--- src/rtl/fir_transposed_serial_mac_if.sv ---
// Sample/coefficient bus of the serial-MAC transposed FIR.
//   master : drives the sample strobe, sample, clear and coefficient write port;
//            observes the filtered output and status flags.
//   slave  : the filter itself.
// Signals:
//   iEnSample_300k  one-cycle sample strobe
//   iFirIn          signed input sample, valid with the strobe
//   iClr            clear filter state (coefficients kept)
//   iCoeffWe/Addr/Data  coefficient write port
//   oFirOut         signed filtered sample, held between oValid pulses
//   oValid          one-cycle pulse when oFirOut updates
//   oBusy           high while a sample is being processed
//   oOverrun        sticky: strobe arrived while busy
//   oCoeffErr       sticky: coefficient write refused
interface fir_transposed_serial_mac_if #(
  parameter int unsigned DATA_W = 16,
  parameter int unsigned COEF_W = 16,
  parameter int unsigned ADDR_W = 6
);
  logic                     iEnSample_300k;
  logic signed [DATA_W-1:0] iFirIn;
  logic                     iClr;
  logic                     iCoeffWe;
  logic [ADDR_W-1:0]        iCoeffAddr;
  logic signed [COEF_W-1:0] iCoeffData;
  logic signed [DATA_W-1:0] oFirOut;
  logic                     oValid;
  logic                     oBusy;
  logic                     oOverrun;
  logic                     oCoeffErr;

  modport master (
    output iEnSample_300k, iFirIn, iClr, iCoeffWe, iCoeffAddr, iCoeffData,
    input  oFirOut, oValid, oBusy, oOverrun, oCoeffErr
  );

  modport slave (
    input  iEnSample_300k, iFirIn, iClr, iCoeffWe, iCoeffAddr, iCoeffData,
    output oFirOut, oValid, oBusy, oOverrun, oCoeffErr
  );
endinterface

--- src/rtl/fir_transposed_serial_mac.sv ---
// Time-multiplexed transposed-form FIR: one multiplier and one adder are reused over
// NUM_TAPS cycles per input sample, followed by one output cycle that rounds half-up,
// shifts right by OUT_SHIFT and saturates to DATA_W bits.
// Ports:
//   iClk_12M  system clock
//   iRsn      synchronous active-low reset
//   fir_io    sample / coefficient bus (slave side), see fir_transposed_serial_mac_if
module fir_transposed_serial_mac #(
  parameter int unsigned DATA_W    = 16,
  parameter int unsigned COEF_W    = 16,
  parameter int unsigned NUM_TAPS  = 10,
  parameter int unsigned ACC_W     = 40,
  parameter int unsigned OUT_SHIFT = 15,
  parameter int unsigned ADDR_W    = 6
) (
  input logic                        iClk_12M,
  input logic                        iRsn,
  fir_transposed_serial_mac_if.slave fir_io
);

  typedef enum logic [1:0] {StIdle, StMac, StOut} state_e;

  localparam int unsigned ProdW = DATA_W + COEF_W;
  // One guard bit so adding the rounding constant can never wrap.
  localparam int unsigned WideW = ACC_W + 1;

  localparam logic [ADDR_W-1:0]       LastIdx = ADDR_W'(NUM_TAPS - 1);
  localparam logic [ADDR_W:0]         TapsLim = (ADDR_W + 1)'(NUM_TAPS);
  // Half an output LSB; collapses to zero when OUT_SHIFT is zero.
  localparam logic signed [WideW-1:0] RoundC  = (WideW'(1) << OUT_SHIFT) >> 1;
  localparam logic signed [WideW-1:0] SatMax  =
    {{(WideW - DATA_W + 1){1'b0}}, {(DATA_W - 1){1'b1}}};
  localparam logic signed [WideW-1:0] SatMin  =
    {{(WideW - DATA_W + 1){1'b1}}, {(DATA_W - 1){1'b0}}};

  state_e                   state_q;
  logic [ADDR_W-1:0]        idx_q;
  logic signed [DATA_W-1:0] x_q;
  logic signed [ACC_W-1:0]  y_acc_q;
  // s_q[k] holds transposed state S[k+1].
  logic signed [ACC_W-1:0]  s_q [NUM_TAPS-1];
  logic signed [COEF_W-1:0] h_q [NUM_TAPS];
  logic signed [DATA_W-1:0] fir_out_q;
  logic                     valid_q;
  logic                     busy_q;
  logic                     overrun_q;
  logic                     coeff_err_q;

  logic signed [COEF_W-1:0] h_sel;
  logic signed [ACC_W-1:0]  s_sel;
  logic signed [ProdW-1:0]  prod;
  logic signed [ACC_W-1:0]  mac_sum;
  logic signed [WideW-1:0]  rounded;
  logic signed [WideW-1:0]  shifted;
  logic signed [DATA_W-1:0] out_sat;
  logic                     addr_ok;

  // Tap operand select. The last tap has no upstream state, so s_sel stays zero there.
  always_comb begin
    h_sel = '0;
    s_sel = '0;
    for (int k = 0; k < NUM_TAPS; k++) begin
      if (idx_q == ADDR_W'(k)) h_sel = h_q[k];
    end
    for (int k = 0; k < NUM_TAPS - 1; k++) begin
      if (idx_q == ADDR_W'(k)) s_sel = s_q[k];
    end
  end

  assign prod    = x_q * h_sel;
  assign mac_sum = $signed({{(ACC_W - ProdW){prod[ProdW-1]}}, prod}) + s_sel;

  always_comb begin
    rounded = $signed({y_acc_q[ACC_W-1], y_acc_q}) + RoundC;
    shifted = rounded >>> OUT_SHIFT;
    if (shifted > SatMax) begin
      out_sat = SatMax[DATA_W-1:0];
    end else if (shifted < SatMin) begin
      out_sat = SatMin[DATA_W-1:0];
    end else begin
      out_sat = shifted[DATA_W-1:0];
    end
  end

  assign addr_ok = {1'b0, fir_io.iCoeffAddr} < TapsLim;

  always_ff @(posedge iClk_12M) begin
    if (!iRsn) begin
      state_q     <= StIdle;
      idx_q       <= '0;
      x_q         <= '0;
      y_acc_q     <= '0;
      for (int k = 0; k < NUM_TAPS - 1; k++) s_q[k] <= '0;
      for (int k = 0; k < NUM_TAPS; k++) h_q[k] <= '0;
      fir_out_q   <= '0;
      valid_q     <= 1'b0;
      busy_q      <= 1'b0;
      overrun_q   <= 1'b0;
      coeff_err_q <= 1'b0;
    end else begin
      valid_q <= 1'b0;

      // Coefficients only change while idle so a sample never mixes two coefficient sets.
      if (fir_io.iCoeffWe) begin
        if (state_q == StIdle && addr_ok) begin
          for (int k = 0; k < NUM_TAPS; k++) begin
            if (fir_io.iCoeffAddr == ADDR_W'(k)) h_q[k] <= fir_io.iCoeffData;
          end
        end else begin
          coeff_err_q <= 1'b1;
        end
      end

      // Clear outranks everything else, including a coincident strobe.
      if (fir_io.iClr) begin
        state_q <= StIdle;
        idx_q   <= '0;
        busy_q  <= 1'b0;
        y_acc_q <= '0;
        for (int k = 0; k < NUM_TAPS - 1; k++) s_q[k] <= '0;
      end else begin
        unique case (state_q)
          StIdle: begin
            if (fir_io.iEnSample_300k) begin
              x_q     <= fir_io.iFirIn;
              idx_q   <= '0;
              busy_q  <= 1'b1;
              state_q <= StMac;
            end
          end
          StMac: begin
            if (fir_io.iEnSample_300k) overrun_q <= 1'b1;
            // Ascending taps: S[idx+1] is read before it is overwritten one cycle later.
            if (idx_q == '0) y_acc_q <= mac_sum;
            for (int k = 1; k < NUM_TAPS; k++) begin
              if (idx_q == ADDR_W'(k)) s_q[k-1] <= mac_sum;
            end
            if (idx_q == LastIdx) begin
              state_q <= StOut;
            end else begin
              idx_q <= idx_q + ADDR_W'(1);
            end
          end
          StOut: begin
            if (fir_io.iEnSample_300k) overrun_q <= 1'b1;
            fir_out_q <= out_sat;
            valid_q   <= 1'b1;
            busy_q    <= 1'b0;
            state_q   <= StIdle;
          end
          default: state_q <= StIdle;
        endcase
      end
    end
  end

  assign fir_io.oFirOut   = fir_out_q;
  assign fir_io.oValid    = valid_q;
  assign fir_io.oBusy     = busy_q;
  assign fir_io.oOverrun  = overrun_q;
  assign fir_io.oCoeffErr = coeff_err_q;

endmodule

--- src/flat_wrapper.sv ---
// flat-port wrapper written by rule: the top's interface ports become plain ports
module fir_transposed_serial_mac_flat 
#(
  parameter int unsigned DATA_W    = 16,
  parameter int unsigned COEF_W    = 16,
  parameter int unsigned NUM_TAPS  = 10,
  parameter int unsigned ACC_W     = 40,
  parameter int unsigned OUT_SHIFT = 15,
  parameter int unsigned ADDR_W    = 6
)
  (iClk_12M, iRsn, fir_io_iEnSample_300k, fir_io_iFirIn, fir_io_iClr, fir_io_iCoeffWe, fir_io_iCoeffAddr, fir_io_iCoeffData, fir_io_oFirOut, fir_io_oValid, fir_io_oBusy, fir_io_oOverrun, fir_io_oCoeffErr);
  fir_transposed_serial_mac_if #(.DATA_W(DATA_W), .COEF_W(COEF_W), .ADDR_W(ADDR_W)) fir_io_i ();
  input logic iClk_12M;
  input logic iRsn;
  input wire logic [$bits(fir_io_i.iEnSample_300k)-1:0] fir_io_iEnSample_300k;
  input wire logic [$bits(fir_io_i.iFirIn)-1:0] fir_io_iFirIn;
  input wire logic [$bits(fir_io_i.iClr)-1:0] fir_io_iClr;
  input wire logic [$bits(fir_io_i.iCoeffWe)-1:0] fir_io_iCoeffWe;
  input wire logic [$bits(fir_io_i.iCoeffAddr)-1:0] fir_io_iCoeffAddr;
  input wire logic [$bits(fir_io_i.iCoeffData)-1:0] fir_io_iCoeffData;
  output wire logic [$bits(fir_io_i.oFirOut)-1:0] fir_io_oFirOut;
  output wire logic [$bits(fir_io_i.oValid)-1:0] fir_io_oValid;
  output wire logic [$bits(fir_io_i.oBusy)-1:0] fir_io_oBusy;
  output wire logic [$bits(fir_io_i.oOverrun)-1:0] fir_io_oOverrun;
  output wire logic [$bits(fir_io_i.oCoeffErr)-1:0] fir_io_oCoeffErr;
  assign fir_io_i.iEnSample_300k = fir_io_iEnSample_300k;
  assign fir_io_i.iFirIn = fir_io_iFirIn;
  assign fir_io_i.iClr = fir_io_iClr;
  assign fir_io_i.iCoeffWe = fir_io_iCoeffWe;
  assign fir_io_i.iCoeffAddr = fir_io_iCoeffAddr;
  assign fir_io_i.iCoeffData = fir_io_iCoeffData;
  assign fir_io_oFirOut = fir_io_i.oFirOut;
  assign fir_io_oValid = fir_io_i.oValid;
  assign fir_io_oBusy = fir_io_i.oBusy;
  assign fir_io_oOverrun = fir_io_i.oOverrun;
  assign fir_io_oCoeffErr = fir_io_i.oCoeffErr;
  fir_transposed_serial_mac #(.DATA_W(DATA_W), .COEF_W(COEF_W), .NUM_TAPS(NUM_TAPS), .ACC_W(ACC_W), .OUT_SHIFT(OUT_SHIFT), .ADDR_W(ADDR_W)) u_core (.iClk_12M(iClk_12M), .iRsn(iRsn), .fir_io(fir_io_i));
endmodule
--- config.mk ---
export PLATFORM = sky130hd
export DESIGN_NAME = fir_transposed_serial_mac_flat
export DESIGN_NICKNAME = d
export VERILOG_FILES = /design/src/rtl/fir_transposed_serial_mac_if.sv /design/src/rtl/fir_transposed_serial_mac.sv /design/src/flat_wrapper.sv
export SDC_FILE = /design/constraint.sdc
export NUM_CORES = 2
export LEC_CHECK = 0
export ABC_AREA = 1
export BUFFER_PORTS_ARGS = -buffer_cell sky130_fd_sc_hd__buf_4
export CAP_MARGIN = 30
export CORE_AREA = 2 2 290 292
export CTS_BUF_LIST = sky130_fd_sc_hd__clkbuf_2
export CTS_CLUSTER_DIAMETER = 40
export DETAILED_ROUTE_END_ITERATION = 12
export DIE_AREA = 0 0 292 294
export PLACE_DENSITY = 0.67
export SLEW_MARGIN = 20
export SYNTH_ARGS = -nofsm -noshare
export SYNTH_HDL_FRONTEND = slang
export SYNTH_SLANG_ARGS = --single-unit
--- constraint.sdc ---
create_clock -name iClk_12M -period 13.5 [get_ports iClk_12M]
set_clock_uncertainty 0.15 [all_clocks]
set_input_delay 2.7 -clock iClk_12M [delete_from_list [all_inputs] [get_ports iClk_12M]]
set_output_delay 2.7 -clock iClk_12M [all_outputs]
set_load 0.05 [all_outputs]
# Yosys cells after proc, flatten, opt, wreduce, memory -nomap -nowiden
# Memories as Yosys holds them, arrays and structs flattened.
# Index checks and enable logic that the tools add are counted.
dict set report totals {
  mem_bits_rw 520
  ff_bits 84
  inputBits 43
  n_memories 2
  output_inout_bits 20
}
# memory depth word_bits read_ports rd_clocked_by_memory_dff wr line
set mem_list {}
lappend mem_list {u_core.s_q 9 40 9 0 9 fir_transposed_serial_mac.sv:41} ;# logic signed [ACC_W-1:0] s_q [NUM_TAPS-1];
lappend mem_list {u_core.h_q 10 16 10 0 10 fir_transposed_serial_mac.sv:42} ;# logic signed [COEF_W-1:0] h_q [NUM_TAPS];
dict set report op_classes {
  magnitude_cmp 3
  n_mux 157
  multipliers 1
  reduce_logical 16
  bitwise 31
  n_addsub 3
  eq_ne 23
}
# cell n
set ops {}
lappend ops {{$mux 40} 27}
lappend ops {{$mux 16} 22}
lappend ops {{$mux 1} 101}
lappend ops {{$eq 6x3->1 const B} 8}
lappend ops {{$add 40x16->41 const B} 1}
lappend ops {{$add 32x40->40} 1}
lappend ops {{$mul 16x16->32} 1}
lappend ops {{$or 1x1->1} 28}
lappend ops {{$gt 26x16->1 const B} 1}
lappend ops {{$lt 26x16->1 const B} 1}
lappend ops {{$eq 6x2->1 const B} 4}
lappend ops {{$eq 6x4->1 const B} 4}
lappend ops {{$eq 6x1->1 const B} 2}
lappend ops {{$logic_not 6->1} 2}
lappend ops {{$mux 6} 2}
lappend ops {{$pmux 6 s2} 1}
lappend ops {{$reduce_and 2->1} 5}
lappend ops {{$reduce_and 3->1} 3}
lappend ops {{$add 6x1->6 const B} 1}
lappend ops {{$lt 6x4->1 const B} 1}
lappend ops {{$mux 2} 2}
lappend ops {{$ne 2x2->1 const B} 2}
lappend ops {{$pmux 2 s2} 1}
lappend ops {{$reduce_bool 2->1} 2}
lappend ops {{other kinds (8)} 11}

# Logic depth before layout (Yosys ltp)
dict set report logic_depth {
  ltp_word 14
  depth_mapped 44
}

# Least setup slack after synthesis
# No wires, ideal clock.
dict set report synth_path {
  path_type {register to register}
  startpoint {register u_core.idx_q[0]}
  endpoint {memory u_core.s_q[2][36], in the netlist u_core.s_q[0][116], data pin}
  setup_time_ns 0.235
  period_less_slack_ns 7.951
  t_arrival_ns 7.566
  path_slack_ns 5.549
  stages_incl_launch_ff 32
  cell_sequence {dfxtp_1 inv_1 ha_1 nand3_2 buf_2 buf_2 o211ai_1 a31oi_1 a211oi_1 o21ai_1 o211ai_2 nand2_2 nand2_1 inv_1 fa_1 fa_1 inv_1 fa_1 fa_1 fa_1 fa_1 inv_1 ha_1 nand2_1 inv_1 a221oi_1 o21ai_0 a21oi_1 o21ai_0 a31o_2 or2_2 a21oi_1}
}
# element line
set synth_lines {}
lappend synth_lines {{start: declaration} fir_transposed_serial_mac.sv:37} ;# logic [ADDR_W-1:0] idx_q;
lappend synth_lines {{start signal: assignment} fir_transposed_serial_mac.sv:141} ;# idx_q <= idx_q + ADDR_W'(1);
lappend synth_lines {{end: declaration} fir_transposed_serial_mac.sv:41}

==> results.sh <==
export IMPL_path_class="flop to flop"
export IMPL_cts_tree="yes"
export IMPL_syn_cell_area_um2=37000
export IMPL_syn_inst=3598
export IMPL_tns_ns=0
export IMPL_num_vias=27300
export IMPL_synth_edff_count=520
export IMPL_post_cts_resized=0
export IMPL_dieArea_um2=85800
export IMPL_fmax_mhz=91.9
export IMPL_overflow=0
export IMPL_wl_um=105000
export IMPL_maxCapViolations=0
export IMPL_p_int_mw=3.33
export IMPL_pwr_share_clk_pct=21.5
export IMPL_setup_worst_path_start_class="flop"
export IMPL_track_usage_pct=24.9
export IMPL_die_x_um=292
export IMPL_synthArstFlopShare_pct=0
export IMPL_rsz0062_at_grt="false"
export IMPL_drt_iter0_markers=2719
export IMPL_numPortBuffers=62
export IMPL_ys_ff_latch=590
export IMPL_yosys_warnings=0
export IMPL_powerDensity_nw_per_um2=145
export IMPL_status="completed"
export IMPL_drive_gt1_share_pct=11.6
export IMPL_fin_crit_sh_pct=80.6
export IMPL_vdd_drop_max_uv=125
export IMPL_core_um2=82900
export IMPL_rows=106
export IMPL_wire_per_inst_um=21.6
export IMPL_ys_flop_type="edfxtp_1"
export IMPL_cts_setup_buffers=0
export IMPL_crit_arrival_ns=11.73
export IMPL_setup_worst_path_end_class="flop"
export IMPL_syn_to_final_growth_pct=8.10
export IMPL_vias_per_cell=5.58
export IMPL_dr_pass1_iters=6
export IMPL_slowest_delay_ns=0.74
export IMPL_grt_start_max_net_pins=57
export IMPL_tightest_slew_ns=0.987
export IMPL_hp_class="flop to flop"
export IMPL_final_util_pct=48.3
export IMPL_ios=63
export IMPL_seqCellArea_um2=17000
export IMPL_final_hold_viol_count=0
export IMPL_place_congestion=0.957
export IMPL_postCtsHoldBufs=0
export IMPL_cts_buffers=153
export IMPL_synth_area_leaders="edfxtp_1, fa_1, inv_1"
export IMPL_synth_common_cells="inv_1, edfxtp_1, nand2_1, nor2_1, fa_1"
export IMPL_cts_root_buf="clkbuf_2"
export IMPL_grt_pass1_vias=27300
export IMPL_worst_path_max_fanout=28
export IMPL_synth_top_area_share_pct=42.1
export IMPL_antenna_found_initial=1
export IMPL_p_sw_mw=2.49
export IMPL_p_leak_nw=17.9
export IMPL_dieHeight_um=294
export IMPL_finalCriticalPeriod_ns=10.89
export IMPL_multiInputGateArea_um2=17300
export IMPL_synth_largest_area_cell="edfxtp_1"
export IMPL_path_clk_slew_ns=0.10
export IMPL_netSwitchingFraction_pct=42.8
export IMPL_ant_nets=0
export IMPL_clock_path_buffers=3
export IMPL_required_ns=14.34
export IMPL_setup_viol=0
export IMPL_cpMaxStageDelayCell="inv_2"
export IMPL_seq_area_frac_synth_pct=45.9
export IMPL_worst_path_most_repeated_cell="fa_1"
export IMPL_p_seq_share_pct=36.0
export IMPL_ys_types=59
export IMPL_remaining_drc_errors=0
export IMPL_combinationalPowerShare_pct=42.5
export IMPL_nets=4196
export IMPL_start_util_pct=44.7
export IMPL_slew_limit_headroom_pct=33.9
export IMPL_synthesis_nets=4094
export IMPL_synth_avg_cell_area_um2=10.3
export IMPL_clk_latency_ns=1.36
export IMPL_synth_most_common_cell="inv_1"
export IMPL_grt_pass1_wl_um=162000
export IMPL_fill_cells=7613
export IMPL_dp_hpwl_um=75000
export IMPL_htreeDepth=4
export IMPL_clkSinkCount=590
export IMPL_finalMaxSlewViolations=0
==> power by group through the flow <==
stage | Sequential [mW] | Combinational [mW] | Clock, mW
5_1_grt | 2.10 | 2.73 | 1.37
6_report | 2.09 | 2.47 | 1.25
2_1_floorplan | 2.12 | 1.64 | 0
4_1_cts | 2.09 | 2.44 | 1.27
3_5_place_dp | 2.13 | 2.42 | 0
3_3_place_gp | 2.13 | 2.42 | 0
==> worst paths after layout <==
check | from | endpoint | slack, ns | cells after the start
worst max-delay path | u_core.idx_q[5]$_SDFFE_PP0P_ | u_core.s_q[0][184]$_DFFE_PP_ | 2.61 | 32
worst min-delay path | u_core.fir_io.oFirOut[15]$_SDFFE_PN0P_ | u_core.fir_io.oFirOut[15]$_SDFFE_PN0P_ | 0.34 | 2
worst max register to register | u_core.idx_q[5]$_SDFFE_PP0P_ | u_core.s_q[0][184]$_DFFE_PP_ | 2.61 | 32
worst min register to register | u_core.fir_io.oFirOut[15]$_SDFFE_PN0P_ | u_core.fir_io.oFirOut[15]$_SDFFE_PN0P_ | 0.34 | 2
==> layout make-up <==
type,count,area share (%)
multi-input combinational,2263,43.2
sequential,590,42.5
inverter,588,5.51
tap,1080,3.37
clock buffer,223,2.79
timing repair buffer,104,1.97
clock inverter,35,0.678
antenna,4,0.0250
==> flip-flops by register name, summed over array words and instances, names as in the netlist <==
name                     flops
u_core.state_q               2
u_core.fir_io.oOverrun       1
u_core.s_q                 360
u_core.fir_io.oValid         1
u_core.fir_io.oBusy          1
u_core.fir_io.oCoeffErr      1
u_core.h_q                 160
u_core.idx_q                 6
u_core.x_q                  16
u_core.y_acc_q              26
u_core.fir_io.oFirOut       16
==> placed cells by master (no fill, tap or decap), types with 9 or more instances in the layout <==
| cell type | netlist | final |
|---|---|---|
| o21ai_0 | 152 | 145 |
| a31oi_1 | 15 | 15 |
| a21o_1 | 9 | 9 |
| buf_4 | 2 | 103 |
| nand4_1 | 16 | 16 |
| fa_1 | 330 | 330 |
| nand2_1 | 454 | 452 |
| clkbuf_2 | 0 | 223 |
| xor2_1 | 24 | 24 |
| o211ai_1 | 88 | 88 |
| a221oi_1 | 42 | 42 |
| edfxtp_1 | 520 | 520 |
| dfxtp_1 | 70 | 70 |
| a21oi_1 | 270 | 270 |
| or2_2 | 18 | 18 |
| xnor2_1 | 20 | 20 |
| nor2_1 | 415 | 409 |
| inv_1 | 552 | 551 |
| nor3_1 | 16 | 16 |
| inv_2 | 11 | 13 |
| clkinv_1 | 24 | 40 |
| a21oi_2 | 11 | 11 |
| nor2_4 | 4 | 10 |
| a22oi_1 | 10 | 10 |
| ha_1 | 123 | 123 |
| nand3_1 | 144 | 144 |
| o21ai_1 | 17 | 17 |
==> metal layers <==
metal | vias to the layer above | share of wire (%) | global-route usage (%)
met4 | 0 | 3.6 | 9.99
li1 | 12200 | - | -
met3 | 207 | 8.6 | 5.29
met2 | 1303 | 47 | 39.5
met5 | - | 0 | 0
met1 | 13500 | 41 | 33.4
==> metrics by stage <==
| stage | power, mW | hold WS (ns) | area, µm² | setup slack, ns | std cells |
|---|---|---|---|---|---|
| global placement | 4.55 | 0.307 | 38600 | 2.78 | 4622 |
| finish | 5.82 | 0.340 | 40000 | 2.61 | 4887 |
| detailed placement | 4.55 | 0.311 | 38600 | 2.85 | 4624 |
| CTS | 5.81 | 0.339 | 40000 | 2.72 | 4882 |
| global route | 6.19 | 0.353 | 40000 | 2.00 | 4884 |
| floorplan | 3.77 | 0.306 | 37000 | 5.55 | 3598 |
==> kinds of logic after synthesis <==
kind of cell / after synthesis / share of synthesized area [%]
and+or+nand+nor: 1113 / 12.7
DFF: 590 / 45.9
AOI/OAI and AO/OA: 653 / 10.5
adders and majority gates: 453 / 22.0
buffers and inverters: 745 / 7.83
xor gates and xnor gates: 44 / 1.04
==> worst max-delay path: cells and delay by family, from the launching register on <==
family	cells	cell delay (ns)
buf+inv	6	1.15
fa+ha+maj	7	3.45
flops	1	0.34
simple gates	8	2.38
compound gates	10	2.50
xor+xnor	1	0.55
Note: power is estimated with default switching activity, not from simulation.
